## src/rtl/mem_arbiter.sv

```systemverilog
// rtl/mem_arbiter.sv - two-requester arbiter in front of a single-port synchronous RAM
//
// Shares one single-port RAM between an instruction-fetch port and a data
// (load/store) port. One command is issued per cycle at most; the matching
// ready pulse arrives on the following cycle together with the RAM read data.
// The requester being answered is masked from arbitration, so the other port
// can use the RAM in the same cycle.
//
// Build option: define MEM_ARB_STARVE_GUARD_EN to add a saturating starvation
// counter that lets fetch win after STARVE_MAX consecutive eligible losses.
// Without it, data always has priority over fetch.
//
// Ports:
//   clock_i, clear_i       clock, asynchronous active-low reset
//   if_req_i, if_addr_i    fetch request and word address (held until ready)
//   if_rdata_o, if_ready_o fetch data and one-cycle completion pulse
//   d_req_i .. d_func3_i   data request, write enable, address, write data, size
//   d_rdata_o, d_ready_o   load data and one-cycle completion pulse
//   mem_*_o                RAM command (enable, write, address, data, size)
//   mem_rdata_i            RAM read data, valid one cycle after a read command
//   stall_if_o/stall_mem_o pipeline stall requests
module mem_arbiter #(
   parameter int ADDR_W     = 8,
   parameter int DATA_W     = 32,
   parameter int STARVE_MAX = 4
) (
   input  logic              clock_i,
   input  logic              clear_i,
   input  logic              if_req_i,
   input  logic [ADDR_W-1:0] if_addr_i,
   output logic [DATA_W-1:0] if_rdata_o,
   output logic              if_ready_o,
   input  logic              d_req_i,
   input  logic              d_we_i,
   input  logic [ADDR_W-1:0] d_addr_i,
   input  logic [DATA_W-1:0] d_wdata_i,
   input  logic [2:0]        d_func3_i,
   output logic [DATA_W-1:0] d_rdata_o,
   output logic              d_ready_o,
   output logic              mem_en_o,
   output logic              mem_we_o,
   output logic [ADDR_W-1:0] mem_addr_o,
   output logic [DATA_W-1:0] mem_wdata_o,
   output logic [2:0]        mem_func3_o,
   input  logic [DATA_W-1:0] mem_rdata_i,
   output logic              stall_if_o,
   output logic              stall_mem_o
);

   typedef enum logic [1:0] {
      IDLE    = 2'd0,
      RESP_IF = 2'd1,
      RESP_D  = 2'd2
   } state_t;

   state_t            state_q, state_d;
   logic [DATA_W-1:0] if_rdata_q;
   logic [DATA_W-1:0] d_rdata_q;
   logic              if_elig;
   logic              d_elig;
   logic              fetch_first;
   logic              grant_if;
   logic              grant_d;

   if (STARVE_MAX < 1) begin : g_bad_starve_max
      $error("mem_arbiter: STARVE_MAX must be at least 1");
   end

`ifdef MEM_ARB_STARVE_GUARD_EN
   localparam int                CNT_W   = $clog2(STARVE_MAX + 1);
   localparam logic [CNT_W-1:0]  CNT_TOP = CNT_W'(STARVE_MAX);

   logic [CNT_W-1:0] starve_q, starve_d;

   always_comb begin
      starve_d = starve_q;
      if (grant_if) begin
         starve_d = '0;
      end else if (grant_d && if_elig && (starve_q != CNT_TOP)) begin
         starve_d = starve_q + CNT_W'(1);
      end
   end

   always_ff @(posedge clock_i or negedge clear_i) begin
      if (!clear_i) begin
         starve_q <= '0;
      end else begin
         starve_q <= starve_d;
      end
   end

   assign fetch_first = (starve_q == CNT_TOP);
`else
   assign fetch_first = 1'b0;
`endif

   // Arbitration. Gating with clear_i keeps the RAM idle while reset is held.
   always_comb begin
      if_elig  = clear_i & if_req_i & (state_q != RESP_IF);
      d_elig   = clear_i & d_req_i & (state_q != RESP_D);
      grant_if = if_elig & (~d_elig | fetch_first);
      grant_d  = d_elig & ~grant_if;

      if (grant_if) begin
         state_d = RESP_IF;
      end else if (grant_d) begin
         state_d = RESP_D;
      end else begin
         state_d = IDLE;
      end
   end

   // RAM command mux; fetches are always word reads.
   always_comb begin
      mem_en_o    = grant_if | grant_d;
      mem_we_o    = 1'b0;
      mem_addr_o  = '0;
      mem_wdata_o = '0;
      mem_func3_o = 3'b000;
      if (grant_d) begin
         mem_we_o    = d_we_i;
         mem_addr_o  = d_addr_i;
         mem_wdata_o = d_wdata_i;
         mem_func3_o = d_func3_i;
      end else if (grant_if) begin
         mem_addr_o  = if_addr_i;
         mem_func3_o = 3'b010;
      end
   end

   // The rdata registers capture the RAM word during the response cycle so
   // the outputs keep showing it afterwards.
   always_ff @(posedge clock_i or negedge clear_i) begin
      if (!clear_i) begin
         state_q    <= IDLE;
         if_rdata_q <= '0;
         d_rdata_q  <= '0;
      end else begin
         state_q <= state_d;
         if (state_q == RESP_IF) begin
            if_rdata_q <= mem_rdata_i;
         end
         if (state_q == RESP_D) begin
            d_rdata_q <= mem_rdata_i;
         end
      end
   end

   assign if_ready_o  = (state_q == RESP_IF);
   assign d_ready_o   = (state_q == RESP_D);
   assign if_rdata_o  = if_ready_o ? mem_rdata_i : if_rdata_q;
   assign d_rdata_o   = d_ready_o ? mem_rdata_i : d_rdata_q;
   assign stall_if_o  = if_req_i & ~if_ready_o;
   assign stall_mem_o = d_req_i & ~d_ready_o;

endmodule

```

## config.mk

```make
export PLATFORM = sky130hd
export DESIGN_NAME = mem_arbiter
export DESIGN_NICKNAME = d
export VERILOG_FILES = /design/src/rtl/mem_arbiter.sv
export SDC_FILE = /design/constraint.sdc
export NUM_CORES = 1
export LEC_CHECK = 0
export ABC_AREA = 0
export CAP_MARGIN = 10
export CORE_UTILIZATION = 35
export CTS_BUF_LIST = sky130_fd_sc_hd__clkbuf_16
export DETAILED_ROUTE_END_ITERATION = 7
export PLACE_DENSITY = 0.81
export SETUP_SLACK_MARGIN = 0.05
export SKIP_LAST_GASP = 1
export SYNTH_ARGS = -nofsm -noshare
export SYNTH_HDL_FRONTEND = slang
export SYNTH_SLANG_ARGS = --single-unit
```

## constraint.sdc

```tcl
create_clock -name clock_i -period 1.8 [get_ports clock_i]
set_clock_uncertainty 0.05 [all_clocks]
set_input_delay 0.18 -clock clock_i [delete_from_list [all_inputs] [get_ports clock_i]]
set_output_delay 0.18 -clock clock_i [all_outputs]
set_load 0.01 [all_outputs]
```

After elaboration in Yosys (flattened, before gate mapping)

Index checks and enable logic that the tools add are counted.

Bitwise gates (word level): 13
Mux-type cells: 10
Eq/ne operators: 4

Operators with widths:

| kind                                                  | count |
|---|---|
| two-way mux 32 bit                                    | 3 |
| two-way mux 8 bit                                     | 2 |
| AND 1 bit                                             | 8 |
| two-way mux 2 bit                                     | 3 |
| NOT 1 bit                                             | 4 |
| two-way mux 3 bit                                     | 1 |
| == test 2 x 1 -> 1 bit, second input constant         | 1 |
| == test 2 bit, second input constant                  | 1 |
| inequality test 2 x 1 -> 1 bit, second input constant | 1 |
| inequality test 2 bit, second input constant          | 1 |
| two-way mux 1 bit                                     | 1 |
| bitwise OR 1 bit                                      | 1 |

Flip-flop bits (word level): 66

Depth between registers and ports, before layout

Gate-level depths: netlist (run 1).

Depth in word-level cells: 8
Gate-level depth with buffers: 6

Worst setup path after synthesis (run 1)

Ideal clock, no wire load.

Path type: register to output
Start: register state_q[0]
End: output mem_addr_o[4]
Path slack: 0.308 ns
Data arrival time: 1.262 ns
Stages on the path, launching flop included: 7
Required time: 1.570 ns
Path buffers: 3
Cell sequence: dfrtp_1 -> nand2b_1 -> buf_6 -> and3_4 -> buf_6 -> buf_6 -> a32o_1

Word-level cells in the longest chain between the ends: 7
Elaborated cells on any way between the ends: 10

Ends and longest elaborated chain:

| item                   | RTL line | RTL |
|---|---|---|
| from (decl)            | 56       | `state_t state_q, state_d;` |
| from (signal assigned) | 139      | `state_q <= state_d;` |
| inequality test 2 bit  | 100      | `d_elig = clear_i & d_req_i & (state_q != RESP_D);` |
| AND 1 bit              | 100      |  |
| NOT 1 bit              | 101      | `grant_if = if_elig & (~d_elig \| fetch_first);` |
| AND 1 bit              | 101      |  |
| NOT 1 bit              | 102      | `grant_d = d_elig & ~grant_if;` |
| AND 1 bit              | 102      |  |
| two-way mux 8 bit *    | 120      | `if (grant_d) begin` |
| to (decl)              | 42       | `output logic [ADDR_W-1:0] mem_addr_o,` |

Every way passes the cells marked *; elsewhere a longest branch is shown, timed or not.

Worst setup path after layout (run 1)

Start: register state_q[0]
End: output mem_addr_o[1]

Same word-level chain as after synthesis.

==> flow_summary.json, run 1 <==
{
  "status": "complete, but fails checks",
  "violations": "negative setup slack",
  "syn-num-nets": 288,
  "dieArea_mm2": 0.00850,
  "grtUsageTotal": 0.225,
  "multi_input_area_mm2": 0.00140,
  "yosysSeqAreaShare": 0.580,
  "required_ns": 1.57,
  "synthMuxAreaShare": 0.253,
  "totalPowerFinal_w": 0.00595,
  "worstPathMaxFanout": 7,
  "grt_max_degree": 63,
  "drv_cap": 0,
  "ctsHtreeMaxLevel": 3,
  "gp_congestion": 0.715,
  "worstSetupPathType": "reg -> out",
  "grt_pass1_vias": 2724,
  "yosys_register_bits": 66,
  "synthSimpleGateAreaFrac": 0.0944,
  "nNetsFinal": 551,
  "end_kind": "primary output",
  "yosys.area.top_type": "dfrtp_1",
  "synth_xor_xnor_area_share": 0,
  "tightestPinTransition_ns": 0.774,
  "overflow": 0,
  "arrival_ns": 1.73,
  "io-pin-count": 201,
  "start_util": 0.365,
  "port-buffer-count": 200,
  "swShare": 0.262,
  "final-setup-viol-count": 99,
  "layout_commonest_cell": "buf_6",
  "maxSlewHeadroom": 0.484,
  "seq_area_mm2": 0.00165,
  "p_comb_frac": 0.403,
  "synth_area_mm2": 0.00285,
  "avgViaCountPerCell": 4.68,
  "cts_tree": "built",
  "layout_common_cells": "buf_6, clkdlybuf4s50_1, dfrtp_1",
  "die_w_um": 92.2,
  "ys_types": 19,
  "reg2reg_slack_ns": 0.23,
  "clk_pin_slew_worst_paths_ns": 0.05,
  "cp-start-kind": "flip-flop",
  "core_area_mm2": 0.00781,
  "cts_root_buf": "clkbuf_16",
  "slew_viol_final": 0,
  "antenna_found_initial": 0,
  "p_sw_w": 0.00156,
  "drive_gt1_frac": 0.583,
  "clk_latency_ns": 0.32,
  "vias": 2670,
  "clock_sinks": 66,
  "n_fill_cell": 468,
  "routed_wl_um": 11000,
  "antenna_cells": 0,
  "p_seq_frac": 0.322,
  "cp-endpoint": "mem_addr_o[1]",
  "synthTopCellsByArea": "dfrtp_1, mux2_2, and2_1",
  "layout_setup_ws_ns": -0.157,
  "synth_top_family_by_area": "multiplexers",
  "reg2reg_to": "d_rdata_q[0]$_DFF_PN0_",
  "r2r_cells": 6,
  "syn2layout_area_growth_pct": 117,
  "rsz0062_at_grt": "true",
  "max_freq_mhz": 511,
  "p_clk_frac": 0.275,
  "yosysTopAreaCellShare": 0.580,
  "internal_power_w": 0.00439,
  "drc": 0,
  "hold_viol": 0,
  "post-dp-hpwl_um": 6240,
  "timing.rr.start": "state_q[0]$_DFF_PN0_",
  "powerDensity_mw_per_mm2": 962,
  "cts_buffers": 9,
  "syn_avg_cell_area_um2": 14.2,
  "ant_nets": 0,
  "synth_fa_ha_area_frac": 0.00351,
  "p_leak_nw": 3.04,
  "grt_pass1_wl_um": 14400,
  "hold_path.class": "in -> async",
  "ir_drop_uv": 948,
  "syn_inst": 200,
  "setup_tns_ns": -6.88,
  "crit_start": "state_q[0]$_DFF_PN0_",
  "drt_first_iter_violations": 53,
  "firstDrtPassIters": 4,
  "clockBufferDepth": 2,
  "fin_crit_sh": 1.09,
  "die_y_um": 92.2,
  "num_rows": 32,
  "yosysWarnings": 0,
  "period_needed_ns": 1.96,
  "synth_compound_area_frac": 0.0338,
  "wl_per_cell_um": 19.2
}
==> synthesized netlist by cell type <==
master	number
and2_1	37
buf_6	3
nand2_1	1
a32o_1	8
and3_4	1
clkbuf_2	2
o21bai_1	1
dfrtp_1	66
nand2b_1	1
nor2_2	1
maj3_1	1
inv_1	3
buf_4	3
nor2_1	1
buf_2	4
a22o_1	1
nor2b_1	1
mux2_2	64
clkbuf_1	1
==> critical path: stages (launching register included) <==
cell       delay [ns]
dfrtp_1          0.38
nand2b_4         0.18
and3_4           0.23
buf_6            0.14
clkbuf_16        0.15
a32o_1           0.19
buf_2            0.13
==> final cells by class <==
type,count,share of cell area
tap,102,0.0206
clock buffer,9,0.0364
sequential,66,0.267
inverter,3,0.00182
multi-input combinational,118,0.226
clock inverter,7,0.00971
timing repair buffer,265,0.438
==> power groups by stage <==
| stage | sequential, W | clock [W] | combinational, W |
|---|---|---|---|
| after detailed placement | 0.00191 | 0 | 0.00180 |
| after global routing | 0.00195 | 0.00174 | 0.00251 |
| after CTS | 0.00190 | 0.00167 | 0.00190 |
| after global placement | 0.00189 | 0 | 0.00177 |
| final | 0.00191 | 0.00164 | 0.00240 |
| after floorplan | 0.00188 | 0 | 0.000718 |
==> state kept, by name (all words and copies together), names as in the netlist <==
signal / count
d_rdata_q: 32
if_rdata_q: 32
state_q: 2
==> how the worst min path moves through the flow <==
stage	from	endpoint	slack, ns	cells after the start
6_report	clear_i	if_rdata_q[30]$_DFF_PN0_	0.16	3
5_1_grt	clear_i	d_rdata_q[24]$_DFF_PN0_	0.24	3
4_1_cts	clear_i	if_rdata_q[28]$_DFF_PN0_	0.18	3
3_5_place_dp	clear_i	state_q[1]$_DFF_PN0_	0.1	2
3_3_place_gp	clear_i	if_rdata_q[31]$_DFF_PN0_	0.09	2
2_1_floorplan	clear_i	d_rdata_q[0]$_DFF_PN0_	-0.17	0
==> cell families after synthesis <==
family / Yosys count
flops: 66
mux: 64
simple gates: 43
buf+inv: 16
compound gates: 10
fa+ha+maj: 1
==> stage by stage <==
stage,hold WS [ns],std cells,setup WS [ns],instance area [µm²],utilization
2_1_floorplan,-0.166,200,0.308,2850,-
3_3_place_gp,0.0927,502,-0.396,5050,0.647
3_5_place_dp,0.0999,502,-0.440,5050,0.647
4_1_cts,0.177,549,-0.199,5720,0.733
5_1_grt,0.244,570,-0.197,6190,0.792
6_report,0.158,570,-0.157,6190,0.792
==> metal layers <==
metal  part of all wire  global-route usage
met4              0.013              0.0404
met3              0.057              0.0713
met2               0.53               0.387
met1               0.40               0.278
met5                  0                   0
==> repair_timing <==
item	4_1_cts	5_1_grt
cloned	4	6
hold endpoints to repair	4	0
buffers inserted	26	19
setup endpoints to repair	113	111
pin swaps	7	26
hold buffers	1	0
resized for setup	481	157
No activity file was read; power rests on OpenSTA's default activity.
==> run 2, diff against run 1 <==
--- a/config.mk
+++ b/config.mk
@@ -6,10 +6,11 @@
 export NUM_CORES = 1
 export LEC_CHECK = 0
 export ABC_AREA = 0
-export CAP_MARGIN = 10
+export CAP_MARGIN = 20
 export CORE_UTILIZATION = 35
 export CTS_BUF_LIST = sky130_fd_sc_hd__clkbuf_16
 export DETAILED_ROUTE_END_ITERATION = 7
+export GPL_TIMING_DRIVEN = 0
 export PLACE_DENSITY = 0.81
 export SETUP_SLACK_MARGIN = 0.05
 export SKIP_LAST_GASP = 1
==> run 2 against run 1 <==
Against the previous run: the run ends with negative hold slack, negative setup slack left; final cell count shrank 5.4%; routed wire length decreased by 16%; sequential share of layout area grew 1.8 points; clock power grew 2%; power decreased by 7.4%; global-route usage shrank 1.2 points; maximum frequency shrank 0.63%; combinational power fell by 20%; die area unchanged; register-to-register slack hardly changed.
==> flow_summary.json, run 2 (synthesis gave the netlist of run 1 again) <==
{
  "clock_sinks": 66,
  "port-buffer-count": 200,
  "slew_viol_final": 0,
  "n_fill_cell": 540,
  "gp_congestion": 0.728,
  "rsz0062_at_grt": "true",
  "powerDensity_mw_per_mm2": 952,
  "required_ns": 1.57,
  "period_needed_ns": 1.97,
  "violations": "negative hold slack, negative setup slack",
  "status": "complete, but fails checks",
  "ir_drop_uv": 766,
  "p_clk_frac": 0.305,
  "dieArea_mm2": 0.00850,
  "cts_root_buf": "clkbuf_16",
  "end_kind": "primary output",
  "timing.rr.start": "state_q[0]$_DFF_PN0_",
  "worstSetupPathType": "reg -> out",
  "layout_commonest_cell": "clkdlybuf4s50_1",
  "antenna_cells": 0,
  "ant_nets": 0,
  "p_sw_w": 0.00145,
  "drv_cap": 0,
  "maxSlewHeadroom": 0.669,
  "reg_top3": "d_rdata_q (32), if_rdata_q (32), state_q (2)",
  "nNetsFinal": 520,
  "start_util": 0.365,
  "internal_power_w": 0.00406,
  "firstDrtPassIters": 4,
  "syn2layout_area_growth_pct": 103,
  "cts_buffers": 9,
  "clk_latency_ns": 0.32,
  "vias": 2471,
  "hold_viol": 66,
  "drt_first_iter_violations": 60,
  "final_cell_count_no_fill": 539,
  "die_w_um": 92.2,
  "core_area_mm2": 0.00781,
  "io-pin-count": 201,
  "hold_path.class": "in -> async",
  "worstPathMaxFanout": 5,
  "final-setup-viol-count": 107,
  "max_freq_mhz": 508,
  "dpl.cell_count": 502,
  "cp-start-kind": "flip-flop",
  "drc": 0,
  "p_seq_frac": 0.344,
  "r2r_cells": 8,
  "p_leak_nw": 2.69,
  "post_dp_cell_area_mm2": 0.00498,
  "clk_pin_slew_worst_paths_ns": 0.05,
  "clockBufferDepth": 2,
  "holdWs_ns": -0.244,
  "grt_pass1_vias": 2630,
  "reg2reg_to": "if_rdata_q[5]$_DFF_PN0_",
  "layout_common_cells": "clkdlybuf4s50_1, buf_6, dfrtp_1",
  "ctsHtreeMaxLevel": 3,
  "setup_tns_ns": -10.54,
  "arrival_ns": 1.74,
  "routed_wl_um": 9160,
  "cts_tree": "built",
  "grt_max_degree": 70,
  "tightestPinTransition_ns": 0.496,
  "p_comb_frac": 0.351,
  "grtUsageTotal": 0.212,
  "post-dp-hpwl_um": 6190,
  "num_rows": 32,
  "wl_per_cell_um": 17.0,
  "reg2reg_slack_ns": 0.22,
  "die_y_um": 92.2,
  "fin_crit_sh": 1.09,
  "overflow": 0,
  "drive_gt1_frac": 0.542,
  "fin_area_mm2": 0.00579,
  "layout_setup_ws_ns": -0.170,
  "antenna_found_initial": 0,
  "avgViaCountPerCell": 4.58,
  "swShare": 0.263,
  "grt_pass1_wl_um": 13900,
  "final_util": 0.742
}
## run 2: cell count changes in the layout (fill, tap and decap cells not counted), moves of 5 or more
cell	before	now
mux2_2	0	36
and2_1	25	2
dlygate4sd2_1	2	29
buf_6	95	69
mux2_4	64	28
buf_8	2	11
buf_2	35	18
buf_4	28	10
clkbuf_16	14	9
and2_4	12	35
buf_12	10	2
## run 2: how the worst max path moves through the flow
| stage | from | end | slack [ns] | cells after the start |
|---|---|---|---|---|
| finish | state_q[0]$_DFF_PN0_ | if_rdata_o[7] | -0.17 | 8 |
| global placement | clear_i | mem_en_o | -2.83 | 6 |
| detailed placement | clear_i | mem_en_o | -0.67 | 6 |
| floorplan | state_q[0]$_DFF_PN0_ | mem_addr_o[4] | 0.31 | 6 |
| global route | state_q[0]$_DFF_PN0_ | if_rdata_o[6] | -0.23 | 8 |
| CTS | state_q[1]$_DFF_PN0_ | d_rdata_o[17] | -0.22 | 5 |
## run 2: layout make-up
cell class / count / area (µm²) / area share
Timing Repair Buffer: 225 / 2270 / 0.392
Sequential cell: 66 / 1650 / 0.285
Multi-Input combinational cell: 118 / 1300 / 0.225
Clock buffer: 9 / 225 / 0.0389
Tap cell: 102 / 128 / 0.0220
Buffer: 9 / 125 / 0.0216
Clock inverter: 7 / 70.1 / 0.0121
Inverter: 3 / 13.8 / 0.00238
## run 2: repair_timing
| action | in CTS | in global routing |
|---|---|---|
| cloned | 8 | 0 |
| endpoints found under the hold margin | 66 | 66 |
| buffers inserted | 17 | 3 |
| setup endpoints to repair | 113 | 110 |
| pin swaps | 42 | 5 |
| gates resized for setup | 505 | 33 |
## run 2: power groups by stage
stage          logic, W  clock network [W]  registers, W
2_1_floorplan  0.000718                  0       0.00188
3_3_place_gp    0.00175                  0       0.00190
3_5_place_dp    0.00177                  0       0.00191
4_1_cts         0.00190            0.00173       0.00189
5_1_grt         0.00205            0.00180       0.00193
6_report        0.00193            0.00168       0.00189
## run 2: per-stage QoR
stage          setup WS (ns)  power (W)
5_1_grt               -0.231    0.00579
2_1_floorplan          0.308    0.00260
4_1_cts               -0.215    0.00553
6_report              -0.170    0.00551
3_5_place_dp          -0.670    0.00369
3_3_place_gp           -2.83    0.00365
## run 2: worst max-delay path: stages, from the launching register on
cell	delay (ns)
dfrtp_1	0.36
buf_6	0.11
inv_4	0.03
nor2_4	0.14
buf_12	0.13
buf_8	0.10
buf_16	0.11
mux2_4	0.31
buf_6	0.12
## run 2: per-layer routing
| layer | wire [µm] | global-route usage | up-vias | share of wire |
|---|---|---|---|---|
| met5 | 0 | 0 | - | 0 |
| met4 | 12 | 0.0299 | 0 | 0.0013 |
| met3 | 547 | 0.0755 | 4 | 0.060 |
| met2 | 4820 | 0.361 | 88 | 0.53 |
| met1 | 3780 | 0.265 | 1226 | 0.41 |
| li1 | - | - | 1153 | - |
==> run 3, diff against run 2 <==
--- a/config.mk
+++ b/config.mk
@@ -7,10 +7,12 @@
 export LEC_CHECK = 0
 export ABC_AREA = 0
 export CAP_MARGIN = 20
+export CORE_MARGIN = 4
 export CORE_UTILIZATION = 35
 export CTS_BUF_LIST = sky130_fd_sc_hd__clkbuf_16
 export DETAILED_ROUTE_END_ITERATION = 7
 export GPL_TIMING_DRIVEN = 0
+export HOLD_SLACK_MARGIN = 0.03
 export PLACE_DENSITY = 0.81
 export SETUP_SLACK_MARGIN = 0.05
 export SKIP_LAST_GASP = 1
==> constraint.sdc (replaced) <==
create_clock -name clock_i -period 1.8 [get_ports clock_i]
set_clock_uncertainty 0.05 [all_clocks]
set_input_delay 0.54 -clock clock_i [delete_from_list [all_inputs] [get_ports clock_i]]
set_output_delay 0.54 -clock clock_i [all_outputs]
set_load 0.01 [all_outputs]
==> run 3 against run 2 <==
Against the previous run: the run ends with negative setup slack left; first-iteration DRC count grew 13%; clock-buffer cell count unchanged; die area grew 13%; setup slack lost 0.33 ns; clock power increased by 9.5%; maximum frequency decreased by 14%; register-to-register slack better by 0.04 ns; core utilization barely moved; combinational power increased by 5%; largest power group unchanged; non-clock buffer count rose by 10.
==> flow_summary.json, run 3 (synthesis gave the netlist of run 1 again) <==
{
  "dpl.cell_count": 502,
  "layout_common_cells": "clkdlybuf4s50_1, buf_6, dfrtp_1",
  "reg_top3": "d_rdata_q (32), if_rdata_q (32), state_q (2)",
  "drc": 0,
  "vias": 2552,
  "p_leak_nw": 2.75,
  "reg2reg_slack_ns": 0.26,
  "multi_input_area_mm2": 0.00131,
  "grt_pass1_wl_um": 15500,
  "core_area_mm2": 0.00781,
  "cts_root_buf": "clkbuf_16",
  "setup_tns_ns": -47.73,
  "required_ns": 1.21,
  "die_y_um": 98.2,
  "clockBufferDepth": 2,
  "antenna_found_initial": 0,
  "holdWs_ns": 0.0313,
  "avgViaCountPerCell": 4.64,
  "firstDrtPassIters": 4,
  "drv_cap": 0,
  "fin_crit_sh": 1.28,
  "grt_pass1_vias": 2822,
  "wl_per_cell_um": 19.2,
  "final_cell_count_no_fill": 550,
  "drt_first_iter_violations": 68,
  "clock_sinks": 66,
  "r2r_cells": 5,
  "io-pin-count": 201,
  "ir_drop_uv": 797,
  "ctsHtreeMaxLevel": 3,
  "hold_viol": 0,
  "layout_commonest_cell": "clkdlybuf4s50_1",
  "post-dp-hpwl_um": 7240,
  "totalPowerFinal_w": 0.00576,
  "grtUsageTotal": 0.205,
  "violations": "negative setup slack",
  "worstPathMaxFanout": 9,
  "tightestPinTransition_ns": 0.344,
  "ant_nets": 0,
  "die_w_um": 98.2,
  "layout_setup_ws_ns": -0.500,
  "antenna_cells": 0,
  "syn2layout_area_growth_pct": 103,
  "gp_congestion": 0.829,
  "period_needed_ns": 2.30,
  "clk_latency_ns": 0.32,
  "final-setup-viol-count": 113,
  "overflow": 0,
  "rsz0062_at_grt": "true",
  "start_util": 0.365,
  "cp-start-kind": "flip-flop",
  "timing.rr.start": "state_q[1]$_DFF_PN0_",
  "reg2reg_to": "if_rdata_q[7]$_DFF_PN0_",
  "nNetsFinal": 531,
  "maxSlewHeadroom": 0.771,
  "final_util": 0.741,
  "drive_gt1_frac": 0.583,
  "num_rows": 32,
  "arrival_ns": 1.71,
  "cts_buffers": 9,
  "max_freq_mhz": 435,
  "end_kind": "primary output",
  "grt_max_degree": 70,
  "port-buffer-count": 200,
  "slew_viol_final": 0,
  "routed_wl_um": 10500,
  "n_fill_cell": 533,
  "dieArea_mm2": 0.00965,
  "powerDensity_mw_per_mm2": 996,
  "worstSetupPathType": "reg -> out",
  "clk_pin_slew_worst_paths_ns": 0.06,
  "seq_area_mm2": 0.00165,
  "hold_path.class": "in -> async",
  "status": "complete, but fails checks",
  "cts_tree": "built"
}
run 3: cell types whose count changed in the layout (fill, tap and decap cells not counted), moves of 5 or more:
cell           change
and2_1            +20
and2_4            -20
buf_2             +10
buf_4             +10
buf_8              -5
clkbuf_2          +17
dlygate4sd2_1     -23
mux2_2             -7
mux2_4             +7
run 3: layer usage:
| layer | up-vias | GRT usage | routed length [µm] |
|---|---|---|---|
| li1 | 1180 | - | - |
| met1 | 1256 | 0.247 | 4140 |
| met2 | 94 | 0.337 | 5360 |
| met3 | 22 | 0.0879 | 845 |
| met4 | 0 | 0.0567 | 190 |
| met5 | - | 0 | 0 |
run 3: critical path: stages (launching register included):
cell and delay [ns]:
dfrtp_2 0.44, nand2b_4 0.16, buf_12 0.15, mux2_2 0.35, dlygate4sd2_1 0.29
run 3: report_power, final:
part           internal (W)  leakage, nW  switching, W
Clock               0.00121        0.153      0.000633
Sequential          0.00181        0.777     0.0000920
Combinational       0.00123         1.82      0.000786
Total               0.00425         2.75       0.00151
run 3: area by class of cell:
type | instances | share of cell area
sequential | 66 | 0.286
tap | 102 | 0.0221
inverter | 3 | 0.00238
buffer | 10 | 0.0279
timing repair buffer | 234 | 0.380
clock inverter | 7 | 0.0162
clock buffer | 9 | 0.0389
multi-input combinational | 119 | 0.226
run 3: repair_timing:
item / in CTS / in global routing
hold buffers: 0 / 0
endpoints found under the setup margin: 114 / 113
gates cloned: 5 / 2
gates resized for setup: 470 / 116
buffers inserted: 15 / 18
pin swaps: 13 / 10
run 3: worst max path at each step:
| stage | from | endpoint | slack [ns] | cells after the start |
|---|---|---|---|---|
| final | state_q[1]$_DFF_PN0_ | d_rdata_o[4] | -0.50 | 4 |
| after detailed placement | clear_i | mem_addr_o[7] | -1.41 | 5 |
| after floorplan | state_q[0]$_DFF_PN0_ | mem_addr_o[4] | -0.005 | 6 |
| after CTS | state_q[1]$_DFF_PN0_ | d_rdata_o[20] | -0.58 | 5 |
| after global routing | clear_i | mem_wdata_o[9] | -0.54 | 6 |
| after global placement | clear_i | mem_en_o | -3.52 | 6 |
run 3: per-stage QoR:
step | worst slack [ns] | cell area (µm²)
3_5_place_dp | -1.41 | 5030
3_3_place_gp | -3.52 | 5030
6_report | -0.500 | 5790
5_1_grt | -0.541 | 5790
2_1_floorplan | -0.00459 | 2900
4_1_cts | -0.582 | 5510
